--- config.mk ---
export PLATFORM = sky130hd
export DESIGN_NAME = vga_timing_gen
export DESIGN_NICKNAME = d
export VERILOG_FILES = /design/src/rtl/vga_timing_pkg.sv /design/src/rtl/vga_delay_line.sv /design/src/rtl/vga_timing_gen.sv
export SDC_FILE = /design/constraint.sdc
export NUM_CORES = 1
export LEC_CHECK = 0
export CORE_UTILIZATION = 30
export CTS_CLUSTER_DIAMETER = 100
export DETAILED_ROUTE_END_ITERATION = 10
export PLACE_DENSITY = 0.64
export SYNTH_ARGS = -nofsm -noshare
export SYNTH_HDL_FRONTEND = slang
export SYNTH_SLANG_ARGS = --single-unit
export TNS_END_PERCENT = 100
--- constraint.sdc ---
create_clock -name vga_clk -period 4.2 [get_ports vga_clk]
set_clock_uncertainty 0.15 [all_clocks]
set_input_delay 0.84 -clock vga_clk [delete_from_list [all_inputs] [get_ports vga_clk]]
set_output_delay 0.84 -clock vga_clk [all_outputs]
set_load 0.02 [all_outputs]
--- src/rtl/vga_timing_pkg.sv ---
// Default 640x480@60 raster constants, coordinate type and total-period helpers
// shared by the timing generator and its delay line.
package vga_timing_pkg;

  localparam int unsigned DEF_H_VISIBLE = 640;
  localparam int unsigned DEF_H_FRONT   = 16;
  localparam int unsigned DEF_H_SYNC    = 96;
  localparam int unsigned DEF_H_BACK    = 48;
  localparam int unsigned DEF_V_VISIBLE = 480;
  localparam int unsigned DEF_V_FRONT   = 10;
  localparam int unsigned DEF_V_SYNC    = 2;
  localparam int unsigned DEF_V_BACK    = 33;

  // Levels driven whenever the raster is not producing a live timing pulse.
  localparam logic HS_INACTIVE    = 1'b1;
  localparam logic VS_INACTIVE    = 1'b1;
  localparam logic BLANK_INACTIVE = 1'b0;

  typedef logic [9:0] coord_t;

  function automatic int unsigned h_total(input int unsigned vis, input int unsigned fp,
                                          input int unsigned sync, input int unsigned bp);
    return vis + fp + sync + bp;
  endfunction

  function automatic int unsigned v_total(input int unsigned vis, input int unsigned fp,
                                          input int unsigned sync, input int unsigned bp);
    return vis + fp + sync + bp;
  endfunction

endpackage

--- src/rtl/vga_delay_line.sv ---
// Fixed-depth shift register; reset flushes every stage to RESET_VAL and forces
// the output to RESET_VAL while held. DEPTH=0 is a (reset-gated) passthrough.
module vga_delay_line #(
  parameter int unsigned         WIDTH     = 1,
  parameter int unsigned         DEPTH     = 1,
  parameter logic [WIDTH-1:0]    RESET_VAL = '0
) (
  input  logic             vga_clk,
  input  logic             reset,
  input  logic [WIDTH-1:0] data,
  output logic [WIDTH-1:0] delayed
);

  if (DEPTH == 0) begin : g_pass
    assign delayed = reset ? RESET_VAL : data;
  end else begin : g_pipe
    logic [WIDTH-1:0] stage [DEPTH];

    always_ff @(posedge vga_clk) begin
      if (reset) begin
        for (int i = 0; i < DEPTH; i++) stage[i] <= RESET_VAL;
      end else begin
        stage[0] <= data;
        for (int i = 1; i < DEPTH; i++) stage[i] <= stage[i-1];
      end
    end

    assign delayed = reset ? RESET_VAL : stage[DEPTH-1];
  end

endmodule

--- src/rtl/vga_timing_gen.sv ---
// VGA raster counters, sync/blank decode re-aligned by PIPE_DELAY to the renderer
// colour latency, line/frame strobes and a free-running frame counter.
module vga_timing_gen
  import vga_timing_pkg::*;
#(
  parameter int unsigned H_VISIBLE  = DEF_H_VISIBLE,
  parameter int unsigned H_FRONT    = DEF_H_FRONT,
  parameter int unsigned H_SYNC     = DEF_H_SYNC,
  parameter int unsigned H_BACK     = DEF_H_BACK,
  parameter int unsigned V_VISIBLE  = DEF_V_VISIBLE,
  parameter int unsigned V_FRONT    = DEF_V_FRONT,
  parameter int unsigned V_SYNC     = DEF_V_SYNC,
  parameter int unsigned V_BACK     = DEF_V_BACK,
  parameter int unsigned PIPE_DELAY = 1
) (
  input  logic       vga_clk,
  input  logic       reset,
  output coord_t     DrawX,
  output coord_t     DrawY,
  output logic       hs,
  output logic       vs,
  output logic       blank,
  output logic       line_start,
  output logic       frame_start,
  output logic [7:0] frame_count
);

  localparam int unsigned H_TOTAL = h_total(H_VISIBLE, H_FRONT, H_SYNC, H_BACK);
  localparam int unsigned V_TOTAL = v_total(V_VISIBLE, V_FRONT, V_SYNC, V_BACK);

  if (H_TOTAL > 1024 || V_TOTAL > 1024 || PIPE_DELAY > 4) begin : g_bad_params
    $error("vga_timing_gen: H_TOTAL/V_TOTAL must be <= 1024 and PIPE_DELAY <= 4");
  end

  localparam coord_t H_LAST = coord_t'(H_TOTAL - 1);
  localparam coord_t V_LAST = coord_t'(V_TOTAL - 1);

  // 11-bit bounds so a sync window ending exactly at 1024 still compares correctly.
  localparam logic [10:0] H_VIS    = 11'(H_VISIBLE);
  localparam logic [10:0] V_VIS    = 11'(V_VISIBLE);
  localparam logic [10:0] HS_START = 11'(H_VISIBLE + H_FRONT);
  localparam logic [10:0] HS_END   = 11'(H_VISIBLE + H_FRONT + H_SYNC);
  localparam logic [10:0] VS_START = 11'(V_VISIBLE + V_FRONT);
  localparam logic [10:0] VS_END   = 11'(V_VISIBLE + V_FRONT + V_SYNC);

  coord_t      hc;
  coord_t      vc;
  logic [7:0]  frames;
  logic        h_wrap;
  logic        v_wrap;

  assign h_wrap = (hc == H_LAST);
  assign v_wrap = (vc == V_LAST);

  always_ff @(posedge vga_clk) begin
    if (reset) begin
      hc     <= '0;
      vc     <= '0;
      frames <= '0;
    end else if (h_wrap) begin
      hc <= '0;
      if (v_wrap) begin
        vc     <= '0;
        frames <= frames + 8'd1;
      end else begin
        vc <= vc + 10'd1;
      end
    end else begin
      hc <= hc + 10'd1;
    end
  end

  logic [10:0] hx;
  logic [10:0] vy;
  logic        hs_raw;
  logic        vs_raw;
  logic        blank_raw;

  assign hx        = {1'b0, hc};
  assign vy        = {1'b0, vc};
  assign hs_raw    = ~((hx >= HS_START) && (hx < HS_END));
  assign vs_raw    = ~((vy >= VS_START) && (vy < VS_END));
  assign blank_raw = (hx < H_VIS) && (vy < V_VIS);

  vga_delay_line #(
    .WIDTH     (3),
    .DEPTH     (PIPE_DELAY),
    .RESET_VAL ({HS_INACTIVE, VS_INACTIVE, BLANK_INACTIVE})
  ) u_sync_delay (
    .vga_clk (vga_clk),
    .reset   (reset),
    .data    ({hs_raw, vs_raw, blank_raw}),
    .delayed ({hs, vs, blank})
  );

  assign DrawX       = hc;
  assign DrawY       = vc;
  assign frame_count = frames;
  assign line_start  = (hc == '0) & ~reset;
  assign frame_start = (hc == '0) & (vc == '0) & ~reset;

endmodule

Word-level counts from Yosys, hierarchy flattened
Memory sizes are Yosys's and may differ from the RTL's.
Cells that the tools add are included.

word-level totals
  memories kept = 1
  bits of input ports = 2
  bits in writable memories = 3
  logic and storage cells = 36
  output and inout bits = 33
  bits in registers = 28

cells by class
  muxes and demuxes = 7
  $lt $le $gt $ge = 6
  add/sub/neg operators = 3
  reductions and logical operators = 8
  bitwise logic cells = 6
  equal/unequal tests = 2

memory list
  memory                     depth  bits a word  rd ports  clocked after memory_dff  wr ports  line                  text
  u_sync_delay.g_pipe.stage  1      3            1         0                         1         vga_delay_line.sv:17  logic [WIDTH-1:0] stage [DEPTH];

operator list
  operator                                                                              count
  10-bit by 1-bit adder with 10-bit output, second input constant                       2
  10-bit == test, second input constant                                                 2
  10-bit zero test                                                                      2
  10-bit < comparator, second input constant                                            2
  10-bit by 9-bit < comparator with 1-bit output, second input constant                 2
  10-bit greater-or-equal comparator, second input constant                             1
  10-bit by 9-bit greater-or-equal comparator with 1-bit output, second input constant  1
  10-bit 2-to-1 mux                                                                     1
  8-bit by 1-bit adder with 8-bit output, second input constant                         1
  3-bit 2-to-1 mux                                                                      2
  1-bit 2-to-1 mux                                                                      4
  1-bit bitwise AND                                                                     3
  1-bit logical AND                                                                     3
  1-bit inverter                                                                        3
  3-bit OR reduction                                                                    1
  2-bit AND reduction                                                                   1
  2-bit OR reduction                                                                    1

Logic depth before layout (Yosys ltp)
  depth in word-level cells = 4
  gate-level depth with buffers = 9
  mapped depth without buffers = 6

Modules after synthesis
From an unflattened synthesis, not the netlist that was laid out.

unflattened totals
  cell total of the unflattened synthesis = 190
  area, all modules = 1575.3 µm²

modules (own cells, without submodules)
  module          sequential area each (µm²)  instances  cells an instance  area an instance (µm²)
  vga_timing_gen  560.5                       1          181                1477.7
  vga_delay_line  60.1                        1          9                  97.6

Worst setup path before layout
No wires, ideal clock.

  path type = input -> output
  start = input port reset
  end = output port frame_start
  slack = 986 ps
  path buffers = 0
  stages on the path = 3
  arrival = 2224 ps
  data required time = 3210 ps
  cells stage by stage = or4_1 nor3_1 and3_1

on the way
  word-level cells in the longest chain between the ends = 2

RTL lines
  item               line                   text
  start, declared    vga_timing_gen.sv:17   input logic reset,
  1-bit inverter     vga_timing_gen.sv:100  assign frame_start = (hc == '0) & (vc == '0) & ~reset;
  1-bit bitwise AND  vga_timing_gen.sv:100
  end, declared      vga_timing_gen.sv:24   output logic frame_start,

No other way between the ends.

Final worst setup path
Ends and elaborated chain as after synthesis.

==> flow_summary.toml <==
[worst_setup_path]
cp_max_fo = 2
arrival_ps = 2860
startpoint_type = "input port"
cp.required_ps = 3210
end_kind = "output port"
path_class = "in -> out"

[floorplan]
ios = 35
core_area_sq_um = 4850
die_h_um = 73.9
start_util_pct = 32.0
dieArea_sq_um = 5460
placement_rows = 25
dieWidth_um = 73.9

[logic_synthesis]
synth-main-ff-cell = "dfxtp_1"
synth_edf_count = 0
synth_cell_types = 32
synthTopCellsByArea = "dfxtp_1, xnor2_1, ha_1"
yosys_warnings = 0
async_reset_ff_share_pct = 0
syn_nets = 195
avgSynthCellArea_sq_um = 8.30
ys_ff_latch = 31
syn_area_sq_um = 1550
synth_cells = 187
ys_seq_area_share_pct = 40.0
yosysMostFrequentCell = "dfxtp_1"
synth_top_area_share_pct = 40.0
synthTopCellsByCount = "dfxtp_1, nor2_1, a21oi_1"
synth_area_leader_cell = "dfxtp_1"

[clocking]
cts_setup_buffers = 0
cts_tree = "yes"
worstSkewPairLatency_ps = 270
htree_levels = 2
cts_buffer_depth = 2
clk_pin_slew_ps = 60
cts-root-buf = "clkbuf_8"
ctsResizeCount = 0
hold_buffers = 0
cts_buffers = 5
clock_sinks = 31

[sta]
tightest_slew_ps = 719
fin_crit_sh_pct = 91.6
rsz0062_at_grt = "false"
tns_ps = 0
layout_min_cycle_time_ps = 3850
fin_ws_ps = 351
slew_violations = 0
hold_viol = 0
holdWs_ps = 334
max_freq_mhz = 260
max_slew_margin_pct = 52.1
setup_viol = 0

[place]
preCtsSetupSlack_ps = 375
dp.cells = 280
port_buffers = 34
placed_cell_area_sq_um = 1930
dp_hpwl_um = 2470
gp_congestion = 0.725

[drt]
wire_per_inst_um = 12.3
final_antenna_net_count = 0
firstDrtPassIters = 4
first_iter_violations = 67
drc = 0
vias_per_cell = 4.93
vias = 1409
wl_um = 3520

[global_route]
grtUsageTotal_pct = 14.2
grt_pass1_wl_um = 5880
grt_pass1_vias = 1296
antenna_found_initial = 0
grt-ovfl-total = 0
grt_max_degree = 27

[finish]
syn_to_final_growth_pct = 29.2
n_antenna_cell = 0
design_area_sq_um = 2000
fin_cells = 286
drive_above_1_share_pct = 4.57
nets = 228

[min_path]
hp-class = "reg -> reg"

[outcome]
outcome = "completed"

[pwr]
pwr-share-seq_pct = 55.4
pwr-share-clk_pct = 38.3
internal-power_uw = 423
ir_worst_vdd_mv = 0.113
power.net_switching_uw = 121
p_sw_share_pct = 22.2
p_comb_share_pct = 6.3
powerDensity_nw_per_um2 = 271
p_leak_nw = 0.622

[run]
maxCapViolCount = 0
[worst paths after layout]
path / depth (start not counted) / slack, ps / from / endpoint
max: 5 / 350 / reset / frame_start
min: 2 / 330 / frame_count[7] / frame_count[7]
max reg2reg: 5 / 1440 / DrawX[0] / DrawY[3]
min reg2reg: 2 / 330 / frame_count[7] / frame_count[7]
[routing by layer]
metal,vias to the layer above,GRT usage (%),part of all wire (%)
li1,727,-,-
met1,643,17.7,49
met2,35,22.5,46
met3,4,5.76,4.9
met4,0,3.85,0.54
met5,-,0,0
[power groups by stage]
stage / registers [mW] / clock network (mW) / logic (mW)
after CTS: 0.301 / 0.215 / 0.0349
after global routing: 0.301 / 0.231 / 0.0374
final: 0.301 / 0.208 / 0.0343
after global placement: 0.307 / 0 / 0.0343
after detailed placement: 0.307 / 0 / 0.0347
after floorplan: 0.310 / 0 / 0.0168
[cell usage in the layout (no fill, tap or decap), types with 2 or more instances in the layout]
cell	Yosys	routed
nor3_1	6	6
or4_1	9	9
or3_1	8	8
nand4_1	5	5
dfxtp_1	31	31
clkbuf_8	0	5
xnor2_1	10	10
and3_1	3	3
nor4_1	5	5
xor2_1	2	2
clkdlybuf4s50_1	0	34
nand3_1	12	12
nor2b_1	2	2
a21oi_1	14	14
ha_1	6	6
o31ai_1	7	7
o21ai_0	5	5
or2_2	2	2
nor2_1	20	20
inv_1	11	11
nand2_1	10	10
[cell families (layout without fill, tap and decap cells)]
kind of cell | Yosys count | after routing | share of synthesized area [%]
adder cells (fa/ha/maj) | 6 | 6 | 4.84
AO/OA/AOI/OAI | 29 | 29 | 11.1
AND/OR/NAND/NOR | 89 | 89 | 31.3
flip-flops | 31 | 31 | 40.0
buffers and inverters | 20 | 52 | 5.97
XOR/XNOR | 12 | 12 | 6.77
[per-stage QoR]
| stage | power, mW | util (%) |
|---|---|---|
| floorplan | 0.326 | - |
| global placement | 0.341 | 39.8 |
| detailed placement | 0.342 | 39.8 |
| CTS | 0.551 | 41.3 |
| global route | 0.569 | 41.3 |
| finish | 0.543 | 41.3 |
[worst max-delay path, cell delays in order]
cell and delay (ps):
clkdlybuf4s50_1 420, or4_1 510, nor3_1 260, and3_1 220, clkdlybuf4s50_1 600
[flip-flops by register name, summed over array words and instances (netlist names)]
register,count
DrawY,10
DrawX,10
frame_count,8
u_sync_delay.g_pipe.stage,3
[cell type report]
| class | count | area (sq um) |
|---|---|---|
| clock buffer | 6 | 72.6 |
| fill | 502 | 2840 |
| inverter | 11 | 41.3 |
| multi-input combinational | 136 | 838 |
| sequential | 31 | 621 |
| tap | 67 | 83.8 |
| timing repair buffer | 35 | 348 |
Note: power is estimated with default switching activity, not from simulation.
